`src/rtl/bcd_pkg.sv`:
```
// bcd_pkg: shared digit type, limits, FSM encoding and preset clamp for the BCD down-counter
package bcd_pkg;
  typedef logic [3:0] bcd_digit_t;
  localparam bcd_digit_t BCD_MAX = 4'd9;
  localparam logic [1:0] IDLE = 2'd0;
  localparam logic [1:0] RUN  = 2'd1;
  localparam logic [1:0] DONE = 2'd2;
  function automatic bcd_digit_t bcd_clamp(input logic [3:0] d);
    return (d > BCD_MAX) ? BCD_MAX : d;
  endfunction
endpackage

```
`src/rtl/bcd_digit_down.sv`:
```
// bcd_digit_down: one decade of a BCD down-counter with load and borrow-out
module bcd_digit_down
  import bcd_pkg::*;
#(
  parameter bcd_digit_t RST = BCD_MAX
) (
  input  logic       clk,
  input  logic       rst_n,
  input  logic       en,
  input  logic       load,
  input  bcd_digit_t din,
  output bcd_digit_t q,
  output logic       borrow
);
  bcd_digit_t r_q;
  // load wins over decrement; decrementing from 0 wraps to 9 and borrows
  always_ff @(posedge clk or negedge rst_n)
    if (!rst_n) r_q <= RST;
    else if (load) r_q <= din;
    else if (en) r_q <= (r_q == 4'd0) ? BCD_MAX : r_q - 4'd1;
  assign q      = r_q;
  assign borrow = en && (r_q == 4'd0);
endmodule

```
`src/rtl/bcd_downcounter.sv`:
```
// bcd_downcounter: two-digit BCD countdown timer; BCD_DOWNCOUNTER_AUTO_RELOAD_EN makes expiry reload the preset
module bcd_downcounter
  import bcd_pkg::*;
#(
  parameter logic [3:0] START_TENS = 4'd9,
  parameter logic [3:0] START_ONES = 4'd9
) (
  input  logic       clk,
  input  logic       rst_n,
  input  logic       load,
  input  logic [3:0] din_tens,
  input  logic [3:0] din_ones,
  input  logic       start,
  input  logic       ce,
  output logic [3:0] tens,
  output logic [3:0] ones,
  output logic [7:0] cout,
  output logic       zero,
  output logic       busy,
  output logic       done
);
  logic [1:0] r_state;
  bcd_digit_t r_pre_tens, r_pre_ones;
  logic       r_done;
  logic       w_expire, w_reload, w_ld, w_dec, w_borrow, w_borrow_t, w_pre_zero;
  logic [1:0] w_exp_state;
  bcd_digit_t w_din_t, w_din_o;
  assign w_pre_zero = (r_pre_tens == 4'd0) && (r_pre_ones == 4'd0);
  assign w_expire   = !load && !start && (r_state == RUN) && ce && (tens == 4'd0) && (ones == 4'd1);
`ifdef BCD_DOWNCOUNTER_AUTO_RELOAD_EN
  assign w_reload    = w_expire;
  assign w_exp_state = RUN;
`else
  assign w_reload    = 1'b0;
  assign w_exp_state = DONE;
`endif
  assign w_ld    = load || start || w_reload;
  assign w_dec   = !load && !start && !w_reload && (r_state == RUN) && ce;
  assign w_din_t = load ? bcd_clamp(din_tens) : r_pre_tens;
  assign w_din_o = load ? bcd_clamp(din_ones) : r_pre_ones;
  bcd_digit_down #(.RST(START_TENS)) u_tens (
    .clk(clk), .rst_n(rst_n), .en(w_borrow), .load(w_ld), .din(w_din_t), .q(tens), .borrow(w_borrow_t)
  );
  bcd_digit_down #(.RST(START_ONES)) u_ones (
    .clk(clk), .rst_n(rst_n), .en(w_dec), .load(w_ld), .din(w_din_o), .q(ones), .borrow(w_borrow)
  );
  // preset register captures the clamped digits on load
  always_ff @(posedge clk or negedge rst_n)
    if (!rst_n) begin
      r_pre_tens <= START_TENS;
      r_pre_ones <= START_ONES;
    end else if (load) begin
      r_pre_tens <= bcd_clamp(din_tens);
      r_pre_ones <= bcd_clamp(din_ones);
    end
  // control FSM: load aborts to IDLE, start (re)launches from the preset, expiry ends or reloads
  always_ff @(posedge clk or negedge rst_n)
    if (!rst_n) r_state <= IDLE;
    else if (load) r_state <= IDLE;
    else if (start) r_state <= w_pre_zero ? DONE : RUN;
    else if (w_expire) r_state <= w_exp_state;
  // done pulses in the cycle the count first reads zero (or is reloaded)
  always_ff @(posedge clk or negedge rst_n)
    if (!rst_n) r_done <= 1'b0;
    else r_done <= !load && ((start && w_pre_zero) || w_expire);
  assign cout = {4'd0, tens} * 8'd10 + {4'd0, ones};
  assign zero = (tens == 4'd0) && (ones == 4'd0);
  assign busy = (r_state == RUN);
  assign done = r_done;
  logic w_unused;
  assign w_unused = w_borrow_t;
endmodule
```
`config.mk`:
```
export PLATFORM = sky130hd
export DESIGN_NAME = bcd_downcounter
export DESIGN_NICKNAME = d
export VERILOG_FILES = /design/src/rtl/bcd_pkg.sv /design/src/rtl/bcd_digit_down.sv /design/src/rtl/bcd_downcounter.sv
export SDC_FILE = /design/constraint.sdc
export NUM_CORES = 1
export LEC_CHECK = 0
export BUFFER_PORTS_ARGS = -buffer_cell sky130_fd_sc_hd__buf_2
export CORE_UTILIZATION = 52
export DETAILED_ROUTE_END_ITERATION = 12
export GPL_TIMING_DRIVEN = 0
export PLACE_DENSITY = 0.75
export SKIP_LAST_GASP = 1
export SYNTH_ARGS = -nofsm -noshare
export SYNTH_HDL_FRONTEND = slang
export SYNTH_SLANG_ARGS = --single-unit
```
`constraint.sdc`:
```
create_clock -name clk -period 2.9 [get_ports clk]
set_clock_uncertainty 0.1 [all_clocks]
set_input_delay 0.29 -clock clk [delete_from_list [all_inputs] [get_ports clk]]
set_output_delay 0.29 -clock clk [all_outputs]
set_load 0.02 [all_outputs]
```
# Yosys cells after proc, flatten, opt, wreduce, memory -nomap -nowiden
# Index checks and enable logic that the tools add are counted.
# word_totals
register_bits,19
in_bits,13
output_inout_bits,19
word_cells,49
# op_classes
addsub,3
mul,1
magnitude_cmp,2
eq_ne,2
muxes,14
n_reduce_logical,21
# ops
cell,count
$mux 4,10
$logic_not 4->1,4
$logic_and 1x1->1,10
$add 8x4->8,1
$gt 4x4->1 const B,2
$mux 2,4
$sub 4x1->4 const B,2
$mul 4x3->7 const B,1
$eq 4x1->1 const B,1
$reduce_bool 2->1,2
$reduce_bool 3->1,1
$eq 2x1->1 const B,1
$logic_not 1->1,2
$logic_or 1x1->1,2

# Depth between registers and ports, before layout
# logic_depth
depth_word,9
depth_mapped,7
depth_no_buf,7

# Cells and area by module
# A second synthesis with hierarchy kept.
# hier_totals
cells_unflattened,132
hier_area_um2,1272.5
# modules_own_cells
mod,n_inst,cells_per_inst,area_each_um2,seq_area_each_um2
bcd_downcounter,1,88,804.5,280.3
bcd_digit_down,2,22,234.0,102.6

# Worst setup path before layout
# No wires, ideal clock.
# synth_timing
path_type,register to output
start,"register u_tens.r_q[1], in the netlist u_tens.q[1]"
end,output cout[7]
t_arrival_ps,2179
required_time_ps,2510
setup_slack_ps,331
path_stages_with_launch,8
n_path_buf,0
cell_sequence,dfrtp_1 ha_1 ha_1 fa_1 nand2_1 nor3_1 xnor2_1 a21o_1
# synth_via
elab_chain_len,2
# synth_rtl
item,line_no,rtl
"start, declared",bcd_digit_down.sv:15,bcd_digit_t r_q;
"start signal, assigned",bcd_digit_down.sv:19,else if (load) r_q <= din;
"start signal, assigned",bcd_digit_down.sv:20,else if (en) r_q <= (r_q == 4'd0) ? BCD_MAX : r_q - 4'd1;
$mul 4x3->7,bcd_downcounter.sv:66,"assign cout = {4'd0, tens} * 8'd10 + {4'd0, ones};"
$add 8x4->8,bcd_downcounter.sv:66,
"end, declared",bcd_downcounter.sv:17,"output logic [7:0] cout,"
# Every way passes these cells.

# Worst setup path after layout
# layout_timing
start,"register u_tens.r_q[3], in the netlist u_tens.q[3]"
end,output cout[7]
# Same word-level chain as after synthesis.

==> flow_summary.yaml <==
grt:
  grt_max_degree: 20
  met1_usage_pct: 30.1
  grtUsageMet3_pct: 4.55
  overflow: 0
  grt_pass1_vias: 1045
  busiest_layer: "met2"
  antenna_found_initial: 0
  grtUsageMet2_pct: 39.3
  grt_usage_pct: 24.1
  grt_pass1_wl_um: 4510
routing:
  drt-pass1-iter-count: 4
  drt-total-wl_um: 2770
  drc: 0
  ant_nets: 0
  num_vias: 1106
  wl_per_cell_um: 14.4
  vias_per_cell: 5.76
  drt-initial-drc-count: 27
min_path:
  hp-start: "din_tens[0]"
  hp-class: "primary input to flop"
clock_network:
  cts.sinks: 19
  clk_latency_ps: 320
  clock_path_buffers: 2
  h-tree-depth: 1
  path_clk_slew_ps: 120
  ctsRootBufferMaster: "clkbuf_4"
  cts_tree: "done"
  cts_buffers: 3
place:
  gp_congestion: 0.800
  port_buffers: 30
  hpwl_um: 2010
  dp_slack_ps: 202
  place_area_mm2: 0.00140
yosys:
  seq_area_frac_synth_pct: 40.0
  syn_area_per_cell_um2: 9.70
  synth_ff_type: "dfrtp_1"
  synthArstFlopShare_pct: 100
  mappedNetlistArea_mm2: 0.00121
  syn-num-nets: 147
  synth_cell_types: 39
  syn_inst: 125
  synth_edf_count: 0
  ys_warn_count: 0
  yosys_register_bits: 19
timing:
  fin_crit_sh_pct: 98.4
  rsz0062_at_grt: "yes"
  worst_pin_slew_ps: 427
  timing.fmax_mhz: 351
  setup_ws_ps: 47.8
  slew_violations: 0
  slew_headroom_pct: 71.5
  period_minus_slack_ps: 2850
  whs_ps: 111
  hold_viol: 0
  setup_viol: 0
floorplan:
  io_pins: 32
  initial_utilization_pct: 54.8
  coreArea_mm2: 0.00221
  die_x_um: 50.3
  dieArea_mm2: 0.00253
  die_h_um: 50.3
  rows: 17
layout:
  drive_gt1_share_pct: 36.0
  finalInstanceArea_mm2: 0.00151
  final_util_pct: 68.2
  antenna_cells: 0
  area_growth_pct: 24.5
  finalNetCount: 187
worst_setup_path:
  arrival_ps: 2460
  path_class: "flop to output pin"
  crit_chain: "ha_4 -> ha_4 -> fa_1 -> nand2_2 -> nor3_2 -> xnor2_1 -> a21o_1 -> buf_6"
  crit_top_cell: "ha_4"
  cp_max_fo: 3
  rr_startpoint: "u_ones.q[1]$_DFFE_PN0P_"
  r2r_slack_ps: 1050
  cp-start-kind: "flop"
  max_stage_delay_ps: 580
  critPathRequiredTime_ps: 2510
  crit_slowest_cell: "dfstp_2"
  cp-startpoint: "u_tens.q[3]$_DFFE_PN1P_"
  crit_path_end_kind: "output pin"
flow_run:
  maxCapViolCount: 0
run_status:
  status: "finished clean"
power:
  power_density_mw_per_mm2: 536
  ir_worst_vdd_mv: 0.390
  leakage_nw: 0.678
==> synth_stat cells (2+ instances only) <==
cell type	n	area [um2]
ha_1	7	87.6
nand3_1	2	10.0
dfrtp_1	11	275
clkbuf_1	4	15.0
o21ai_0	7	35.0
nand2_1	8	30.0
a21oi_1	8	40.0
nor2_1	13	48.8
xor2_1	2	17.5
o21a_1	2	15.0
mux2_2	2	22.5
o31a_1	2	17.5
nand2b_1	2	12.5
xnor2_1	7	61.3
a21o_1	2	15.0
fa_1	2	40.0
nor3_1	3	15.0
nor4_1	3	18.8
nand3b_1	2	15.0
inv_1	6	22.5
a31oi_1	4	25.0
a22o_1	2	17.5
dfstp_2	8	210
==> routing by layer <==
metal	part of all wire, %	vias to the layer above
met5	0	-
met4	1.3	0
met3	4.0	5
met2	51	32
met1	44	543
li1	-	526
==> layout make-up <==
| cell class | count | area [um2] |
|---|---|---|
| inverter | 6 | 22.5 |
| timing repair buffer | 35 | 196 |
| sequential | 19 | 488 |
| multi-input combinational | 95 | 714 |
| fill | 183 | 703 |
| tap | 28 | 35.0 |
| buffer | 5 | 22.5 |
| clock inverter | 1 | 7.51 |
| clock buffer | 3 | 22.5 |
==> metrics by stage <==
step           cells  power [mW]  TNS (ps)
5_1_grt          192       0.856     -48.4
6_report         192       0.809         0
2_1_floorplan    125       0.538         0
4_1_cts          189       0.778         0
3_5_place_dp     183       0.628         0
3_3_place_gp     183       0.618         0
==> cells by family (layout without fill, tap and decap cells) <==
kind of cell | Yosys count | in the layout | synth area share (%)
simple gates | 44 | 44 | 20.6
compound gates | 31 | 31 | 16.7
flops | 19 | 19 | 40.0
buf+inv | 11 | 50 | 3.71
fa+ha+maj | 9 | 9 | 10.5
xor+xnor | 9 | 9 | 6.50
mux | 2 | 2 | 1.86
==> final timing paths <==
| kind | end | cells after the start |
|---|---|---|
| setup / recovery | cout[7] | 8 |
| hold / removal | r_pre_tens[0]$_DFF_PN1_ | 3 |
| setup reg to reg | u_tens.q[2]$_DFFE_PN0P_ | 4 |
| hold reg to reg | r_pre_tens[0]$_DFF_PN1_ | 2 |
| max in group asynchronous | r_pre_tens[3]$_DFF_PN1_ | 2 |
| min in group asynchronous | u_ones.q[2]$_DFFE_PN0P_ | 2 |
==> critical path, delay by kind of cell (launching register included) <==
family | cells | cell delay (ps)
AO/OA/AOI/OAI | 1 | 140
XOR/XNOR | 1 | 140
adder cells (fa/ha/maj) | 3 | 900
buffers and inverters | 1 | 110
flip-flops | 1 | 580
AND/OR/NAND/NOR | 2 | 280
==> sequential cells by signal (all words and copies together) (netlist names) <==
register / cells
r_state: 2
r_pre_tens: 4
r_pre_ones: 4
u_ones.q: 4
done: 1
u_tens.q: 4
==> power breakdown <==
group / internal, mW / switching, mW / total, mW
registers: 0.298 / 0.0316 / 0.330
logic: 0.144 / 0.190 / 0.334
clock network: 0.0528 / 0.0927 / 0.146
total: 0.495 / 0.314 / 0.809
==> timing repair <==
item                                    in CTS  in global routing
hold endpoints to repair                    11                  0
hold buffers                                 1                  0
buffers inserted                             1                  3
pin swaps                                    1                  6
endpoints found under the setup margin       1                  1
gates resized for setup                      4                  5
==> cell usage in the layout, fill, tap and decap left out, types with 5 or more instances in the layout <==
cell     count
buf_2       29
nor2_1      13
dfrtp_1      9
a21oi_1      8
dfstp_2      8
xnor2_1      7
o21ai_0      7
nand2_1      7
inv_1        6
ha_1         5
buf_4        5
Note: power is estimated with default switching activity, not from simulation.
